<file path="src/rtl/rr_mux_arbiter.sv">
// Round-robin arbiter for a 4:1 channel mux: registered one-hot grant, binary select,
// and a bounded hold time per grant so that no requester starves.
module rr_mux_arbiter #(
    parameter int HOLD_MAX = 8
) (
    input  logic       clk,
    input  logic       rst,
    input  logic [3:0] req,
    output logic [1:0] sel,
    output logic [3:0] grant,
    output logic       grant_valid
);

    localparam int CNT_W = $clog2(HOLD_MAX + 1);
    localparam logic [CNT_W-1:0] HOLD_C = CNT_W'(HOLD_MAX);

    typedef enum logic {IDLE, BUSY} state_t;

    state_t           state, state_n;
    logic [1:0]       last, last_n;
    logic [CNT_W-1:0] cnt, cnt_n;
    logic [1:0]       sel_n;
    logic [3:0]       grant_n;
    logic             valid_n;

    // Scan from+1, from+2, ... and finish on 'from' itself, so a lone holder can win again.
    function automatic logic [1:0] pick(input logic [3:0] r, input logic [1:0] from);
        logic [1:0] idx;
        logic [1:0] w;
        logic       found;
        w     = from;
        found = 1'b0;
        for (int i = 1; i <= 4; i++) begin
            idx = from + 2'(i);
            if (!found && r[idx]) begin
                w     = idx;
                found = 1'b1;
            end
        end
        return w;
    endfunction

    always_ff @(posedge clk) begin
        if (rst) begin
            state       <= IDLE;
            last        <= 2'd3;
            cnt         <= '0;
            sel         <= 2'd0;
            grant       <= 4'b0000;
            grant_valid <= 1'b0;
        end else begin
            state       <= state_n;
            last        <= last_n;
            cnt         <= cnt_n;
            sel         <= sel_n;
            grant       <= grant_n;
            grant_valid <= valid_n;
        end
    end

    always_comb begin
        state_n = state;
        last_n  = last;
        cnt_n   = cnt;
        sel_n   = sel;
        grant_n = grant;
        valid_n = grant_valid;

        case (state)
            IDLE: begin
                if (req != 4'b0000) begin
                    sel_n   = pick(req, last);
                    grant_n = 4'b0001 << pick(req, last);
                    valid_n = 1'b1;
                    cnt_n   = CNT_W'(1);
                    state_n = BUSY;
                end else begin
                    grant_n = 4'b0000;
                    valid_n = 1'b0;
                end
            end
            BUSY: begin
                if (req[sel] && (cnt < HOLD_C)) begin
                    cnt_n = cnt + CNT_W'(1);
                end else begin
                    // Release and re-arbitrate on the same edge to avoid an idle bubble.
                    last_n = sel;
                    if (req != 4'b0000) begin
                        sel_n   = pick(req, sel);
                        grant_n = 4'b0001 << pick(req, sel);
                        valid_n = 1'b1;
                        cnt_n   = CNT_W'(1);
                    end else begin
                        grant_n = 4'b0000;
                        valid_n = 1'b0;
                        cnt_n   = '0;
                        state_n = IDLE;
                    end
                end
            end
            default: begin
                state_n = IDLE;
            end
        endcase
    end

endmodule

</file>
<file path="config.mk">
export PLATFORM = sky130hd
export DESIGN_NAME = rr_mux_arbiter
export DESIGN_NICKNAME = d
export VERILOG_FILES = /design/src/rtl/rr_mux_arbiter.sv
export SDC_FILE = /design/constraint.sdc
export NUM_CORES = 1
export LEC_CHECK = 0
export CAP_MARGIN = 20
export CORE_ASPECT_RATIO = 1.1
export CORE_MARGIN = 2
export CORE_UTILIZATION = 48
export DETAILED_ROUTE_END_ITERATION = 12
export PLACE_DENSITY = 0.76
export SYNTH_ARGS = -nofsm -noshare
export SYNTH_HDL_FRONTEND = slang
export SYNTH_SLANG_ARGS = --single-unit
</file>
<file path="constraint.sdc">
create_clock -name clk -period 1.8 [get_ports clk]
set_input_delay 0.18 -clock clk [delete_from_list [all_inputs] [get_ports clk]]
set_output_delay 0.18 -clock clk [all_outputs]
set_load 0.01 [all_outputs]
</file>
==> impl_metrics.py <==
metrics = {
    "outcome": {
        "status": "completed",
    },
    "global_route": {
        "grt_usage_pct": 20.27,
        "grt_max_degree": 12,
        "grt_pass1_vias": 736,
        "grt_pass1_wl_um": 3236,
        "grt-ovfl-total": 0,
        "grt_antenna_before_repair": 0,
    },
    "cts": {
        "ctsResizeCount": 0,
        "cts_tree": "yes",
        "clockBufferDepth": 2,
        "cts.sinks": 14,
        "path_clk_slew_ns": 0.08,
        "postCtsHoldBufs": 0,
        "cts_made_buffers": 3,
        "h-tree-depth": 1,
        "clock_latency_ns": 0.28,
        "cts_root_buf": "clkbuf_4",
        "cts_setup_buffers": 0,
    },
    "route": {
        "route.vias.total": 807,
        "routed_via_density": 5.643,
        "postRouteAntennaNets": 0,
        "wl_per_cell_um": 12.81,
        "drt_iter0_markers": 21,
        "drt-total-wl_um": 1832,
        "drc": 0,
        "drt-pass1-iter-count": 6,
    },
    "logic_synthesis": {
        "synth_nets": 105,
        "synth_edf_count": 0,
        "yosysSeqAreaShare_pct": 32.46,
        "synth-async-reset-ratio_pct": 0,
        "yosys_most_used_dff": "dfxtp_1",
        "synthTopCellsByCount": "dfxtp_1, nor2_1, a21oi_1, nand2_1, a311oi_2",
        "syn_area_um2": 863.3,
        "syn_area_per_cell_um2": 8.809,
        "ys_ff_latch": 14,
        "yosysTopAreaCell": "dfxtp_1",
        "yosysMostFrequentCell": "dfxtp_1",
        "syn_inst": 98,
        "yosys_warnings": 0,
        "post-synth-top-area-fraction_pct": 32.46,
        "synth_area_leaders": "dfxtp_1, a311oi_2, nor2_1",
        "post_synth_num_cell_types": 34,
    },
    "floorplan": {
        "dieArea_mm2": 0.002154,
        "fp.dieW_um": 44.44,
        "boundaryPins": 13,
        "initial_core_util_pct": 49.57,
        "core_mm2": 0.001742,
        "fp-row-count": 16,
        "die_y_um": 48.48,
    },
    "layout": {
        "nNetsFinal": 133,
        "drive_above_1_share_pct": 25.60,
        "regArea_um2": 280.3,
        "areaGrowthSynthToFinish_pct": 29.71,
        "antenna_cells": 0,
        "instances_no_fill": 143,
        "n_fill_cell": 151,
        "multiInputGateArea_um2": 544.3,
    },
    "critical_path": {
        "r2r_start": "sel[0]",
        "ff2ff_setup_slack_ns": 0.14,
        "crit_path_end_kind": "register",
        "cp-start-kind": "register",
        "path_max_fanout": 7,
        "arrival_ns": 1.87,
        "critPathRequiredTime_ns": 2.00,
        "crit_type": "register to register",
        "ff2ff_path_depth": 5,
        "r2r_end": "grant[2]",
    },
    "sta": {
        "rsz0062_at_grt": "false",
        "relSlewSlack_pct": 72.90,
        "fin_crit_sh_pct": 92.50,
        "setup-violations-final": 0,
        "setup_tns_ns": 0,
        "hold_viol_final": 0,
        "timing.fmax_ghz": 0.6006,
        "fin_ws_ns": 0.1351,
        "hold_ws_ns": 0.4734,
        "skew_ns": 0.001448,
        "worst_slew_pin_slew_ns": 0.4060,
        "drv_slew": 0,
        "finalCriticalPeriod_ns": 1.665,
    },
    "place": {
        "gp_congestion": 0.8771,
        "io_buffers": 12,
        "place_inst": 139,
        "place.detailed.hpwl_um": 1471,
        "place_ws_ns": -0.1478,
    },
    "min_path": {
        "hold_path_depth": 1,
        "min_path_type": "register to register",
        "min_to": "grant_valid",
        "hold_start": "grant_valid",
    },
    "power_and_ir_drop": {
        "leakagePower_nw": 0.4466,
        "power_density_mw_per_mm2": 855.3,
        "irDropWorstVdd_v": 0.0005295,
    },
    "run": {
        "maxCapViolCount": 0,
    },
}
cells in the final DEF (no fill, tap or decap), types with 4 or more instances in the layout:
cell type / Yosys / final
clkdlybuf4s50_1: 0 / 12
buf_4: 0 / 14
a311oi_2: 5 / 5
nand3b_1: 4 / 4
nor2_1: 11 / 11
dfxtp_1: 14 / 14
nor2_2: 4 / 4
nor2b_1: 4 / 4
nand2b_1: 4 / 4
a21oi_1: 7 / 7
nand2_1: 7 / 7
flip-flops by register name (all words and copies together) (netlist names):
register     flops
state            1
cnt              4
grant_valid      1
sel              2
grant            4
last             2
metal layers:
metal  part of all wire, %  vias to the layer above  global-route usage (%)
met2                    49                       22                   31.86
met1                    44                      362                   25.93
li1                      -                      418                       -
met5                     0                        -                       0
met3                   3.9                        5                   4.478
met4                   2.7                        0                   9.091
worst max-delay path: stages (launching register included):
cell and delay [ns]:
dfxtp_1 0.48, nand2b_1 0.19, o21ai_0 0.11, o21ai_2 0.18
or3b_1 0.37, a311oi_2 0.26
power breakdown:
group          leakage [nW]  switching (mW)  internal, mW  total (mW)
logic                 0.310           0.163         0.189       0.352
clock network        0.0210           0.104         0.123       0.228
registers             0.116          0.0338         0.345       0.378
worst max-delay path by stage:
| stage | start | end | slack [ns] |
|---|---|---|---|
| finish | sel[0] | grant[2] | 0.14 |
| global route | sel[0] | grant[2] | 0.02 |
| floorplan | sel[1] | last[1] | 0.08 |
| global placement | req[2] | grant[2] | -0.1 |
| CTS | sel[0] | grant[0] | 0.12 |
| detailed placement | req[1] | grant[1] | -0.15 |
kinds of logic after synthesis:
family | share of synthesized area [%]
AOI/OAI and AO/OA | 24.78
adders and majority gates | 1.449
buffers and inverters | 4.492
DFF | 32.46
muxes | 4.927
and+or+nand+nor | 31.88
area by class of cell:
type / instances / area share [%]
clock buffer: 4 / 3.240
timing repair buffer: 26 / 20.11
sequential: 14 / 25.03
tap: 18 / 2.011
inverter: 3 / 1.006
multi-input combinational: 78 / 48.60
per-stage QoR:
stage | instance area, µm² | utilization, % | total power [mW]
6_report | 1120 | 64.30 | 0.9578
5_1_grt | 1120 | 64.30 | 1.016
4_1_cts | 1120 | 64.30 | 0.9645
3_5_place_dp | 1084 | 62.21 | 0.7394
3_3_place_gp | 1084 | 62.21 | 0.7287
2_1_floorplan | 863.3 | - | 0.5997
Power figures use the tool's default switching activity.
==> RTL change: new RTL, same settings <==
The parameter `HOLD_MAX` goes from 8 to 16.
--- a/src/rtl/rr_mux_arbiter.sv
+++ b/src/rtl/rr_mux_arbiter.sv
@@ -1,7 +1,7 @@
 // Round-robin arbiter for a 4:1 channel mux: registered one-hot grant, binary select,
 // and a bounded hold time per grant so that no requester starves.
 module rr_mux_arbiter #(
-    parameter int HOLD_MAX = 8
+    parameter int HOLD_MAX = 16
 ) (
     input  logic       clk,
     input  logic       rst,
Function: changed (Yosys sat finds a counterexample within 10 cycles, from zero or initial values and one cycle with rst high).
==> RTL change against the original RTL <==
Utilization fell by 1.6 points; synthesized area shrank 0.14%; critical endpoint is now sel[0]$_SDFFE_PP0P_; clock skew grew 0.0040 ns; worst setup slack got worse by 0.017 ns; wire length is 7.2% higher; largest power group unchanged; cell count up 1.4%; power decreased by 7.9%; sequential cell count increased by 1; final area down 2.5%; first-iteration DRC count shrank 33%; sequential share of layout area rose by 2.6 points.
==> RTL change: results (changes against the original RTL) <==
| Metric | Value |
|---|---|
| Result of the run | complete, no violations (unchanged) |
| Pin count of the biggest net entering global routing | 13 (was 12) |
| Iteration-0 DRC Markers | 14 (was 21) |
| Largest registers | cnt x5, grant x4 (was cnt x4, grant x4) |
| Compound-Gate Fraction of Synth Area | 24.1% (was 24.8%) |
| Cells taking the most area after synthesis | sky130_fd_sc_hd__dfxtp_1 (35%), sky130_fd_sc_hd__nand2b_1 (5.1%), sky130_fd_sc_hd__or3_1 (3.6%), sky130_fd_sc_hd__a21oi_1 (3.5%), sky130_fd_sc_hd__nand3b_1 (3.5%) (was sky130_fd_sc_hd__dfxtp_1 (32%), sky130_fd_sc_hd__a311oi_2 (8.7%), sky130_fd_sc_hd__nor2_1 (4.8%), sky130_fd_sc_hd__a21oi_1 (4.1%), sky130_fd_sc_hd__nand3b_1 (3.5%)) |
| Wire length on met2 | 916 µm (was 897 µm) |
| Post-synthesis net count | 111 (was 105) |
| Wire length on met1 | 949 µm (was 813 µm) |
| Synthesized area divided by synthesized cell count | 8.29 µm² (was 8.81 µm²) |
| Instance area at placement | 1060 µm² (was 1080 µm²) |
| DP HPWL | 1550 µm (was 1470 µm) |
| VDD IR max | 0.399 mV (was 0.529 mV) |
| Commonest cells post-synth | sky130_fd_sc_hd__dfxtp_1 (15), sky130_fd_sc_hd__nor2_1 (8), sky130_fd_sc_hd__nand2b_1 (7), sky130_fd_sc_hd__a21oi_1 (6), sky130_fd_sc_hd__nand2_1 (6) (was sky130_fd_sc_hd__dfxtp_1 (14), sky130_fd_sc_hd__nor2_1 (11), sky130_fd_sc_hd__a21oi_1 (7), sky130_fd_sc_hd__nand2_1 (7), sky130_fd_sc_hd__a311oi_2 (5)) |
| Layout Nets | 135 (was 133) |
| Placer Congestion | 0.836 (was 0.877) |
| Measured slew at the worst slew-check pin | 0.390 ns (was 0.406 ns) |
| Arrival time of the worst setup path | 1.89 ns (was 1.87 ns) |
| Worst clock skew | 0.00541 ns (was 0.00145 ns) |
| Switching Fraction | 30.9% (was 31.5%) |
| Routed length on met3 | 79 µm (was 71 µm) |
| Placed Cells incl. Taps | 141 (was 139) |
| Iteration count of the initial detailed-routing pass | 4 (was 6) |
| Power per standard cell area | 807 nW/µm² (was 855 nW/µm²) |
| Vias after detailed routing | 856 (was 807) |
| Place WS | -0.112 ns (was -0.148 ns) |
| Biggest cell delay along the critical path | 0.51 ns (was 0.48 ns) |
| Vias in the first global route | 808 (was 736) |
| Wire length of the first global-routing pass | 3500 µm (was 3240 µm) |
| Number of vias per cell | 5.90 (was 5.64) |
| Proportion of synthesized area in mux cells | 3.77% (was 4.93%) |
| Adder-cell share of the synthesized area | 1.45% (about the same) |
| Combinational power share | 34.0% (was 36.7%) |
-- RTL change: cell count changes after synthesis, sizes merged, moves of 3 or more --
cell,unedited run,this run
or3,2,6
nand2b,4,7
a311oi,5,2
nor2,15,8
-- RTL change: repair_timing --
| action | CTS | global route |
|---|---|---|
| resized for setup | 0 | 1 |
| setup buffers | 0 | 0 |
| endpoints found under the hold margin | 0 | 0 |
| endpoints found under the setup margin | 0 | 6 |
-- RTL change: path summary, 6_finish.rpt --
path                                          start             endpoint  slack (ns)  cells after the start
worst max-delay path            sel[0]$_SDFFE_PP0P_  sel[0]$_SDFFE_PP0P_        0.12                      4
worst min-delay path            cnt[4]$_SDFFE_PP0N_  cnt[4]$_SDFFE_PP0N_        0.48                      2
worst max register to register  sel[0]$_SDFFE_PP0P_  sel[0]$_SDFFE_PP0P_        0.12                      4
worst min register to register  cnt[4]$_SDFFE_PP0N_  cnt[4]$_SDFFE_PP0N_        0.48                      2
-- RTL change: per-layer routing --
layer | track usage, % | up-vias
li1 | - | 437
met1 | 28.7 | 388
met2 | 33.6 | 29
met3 | 4.10 | 2
met4 | 7.07 | 0
met5 | 0 | -
-- RTL change: area by class of cell --
cell class / count / area (µm²)
Fill cell: 152 / 649
Sequential cell: 15 / 302
Inverter: 4 / 15.0
Tap cell: 18 / 22.5
Clock buffer: 4 / 26.3
Timing Repair Buffer: 24 / 210
Multi-Input combinational cell: 80 / 517
-- RTL change: worst min-delay path, cell delays in order (launching register included) --
cell and delay, ns:
sky130_fd_sc_hd__dfxtp_1 0.32, sky130_fd_sc_hd__nand2_1 0.06, sky130_fd_sc_hd__a21oi_1 0.05
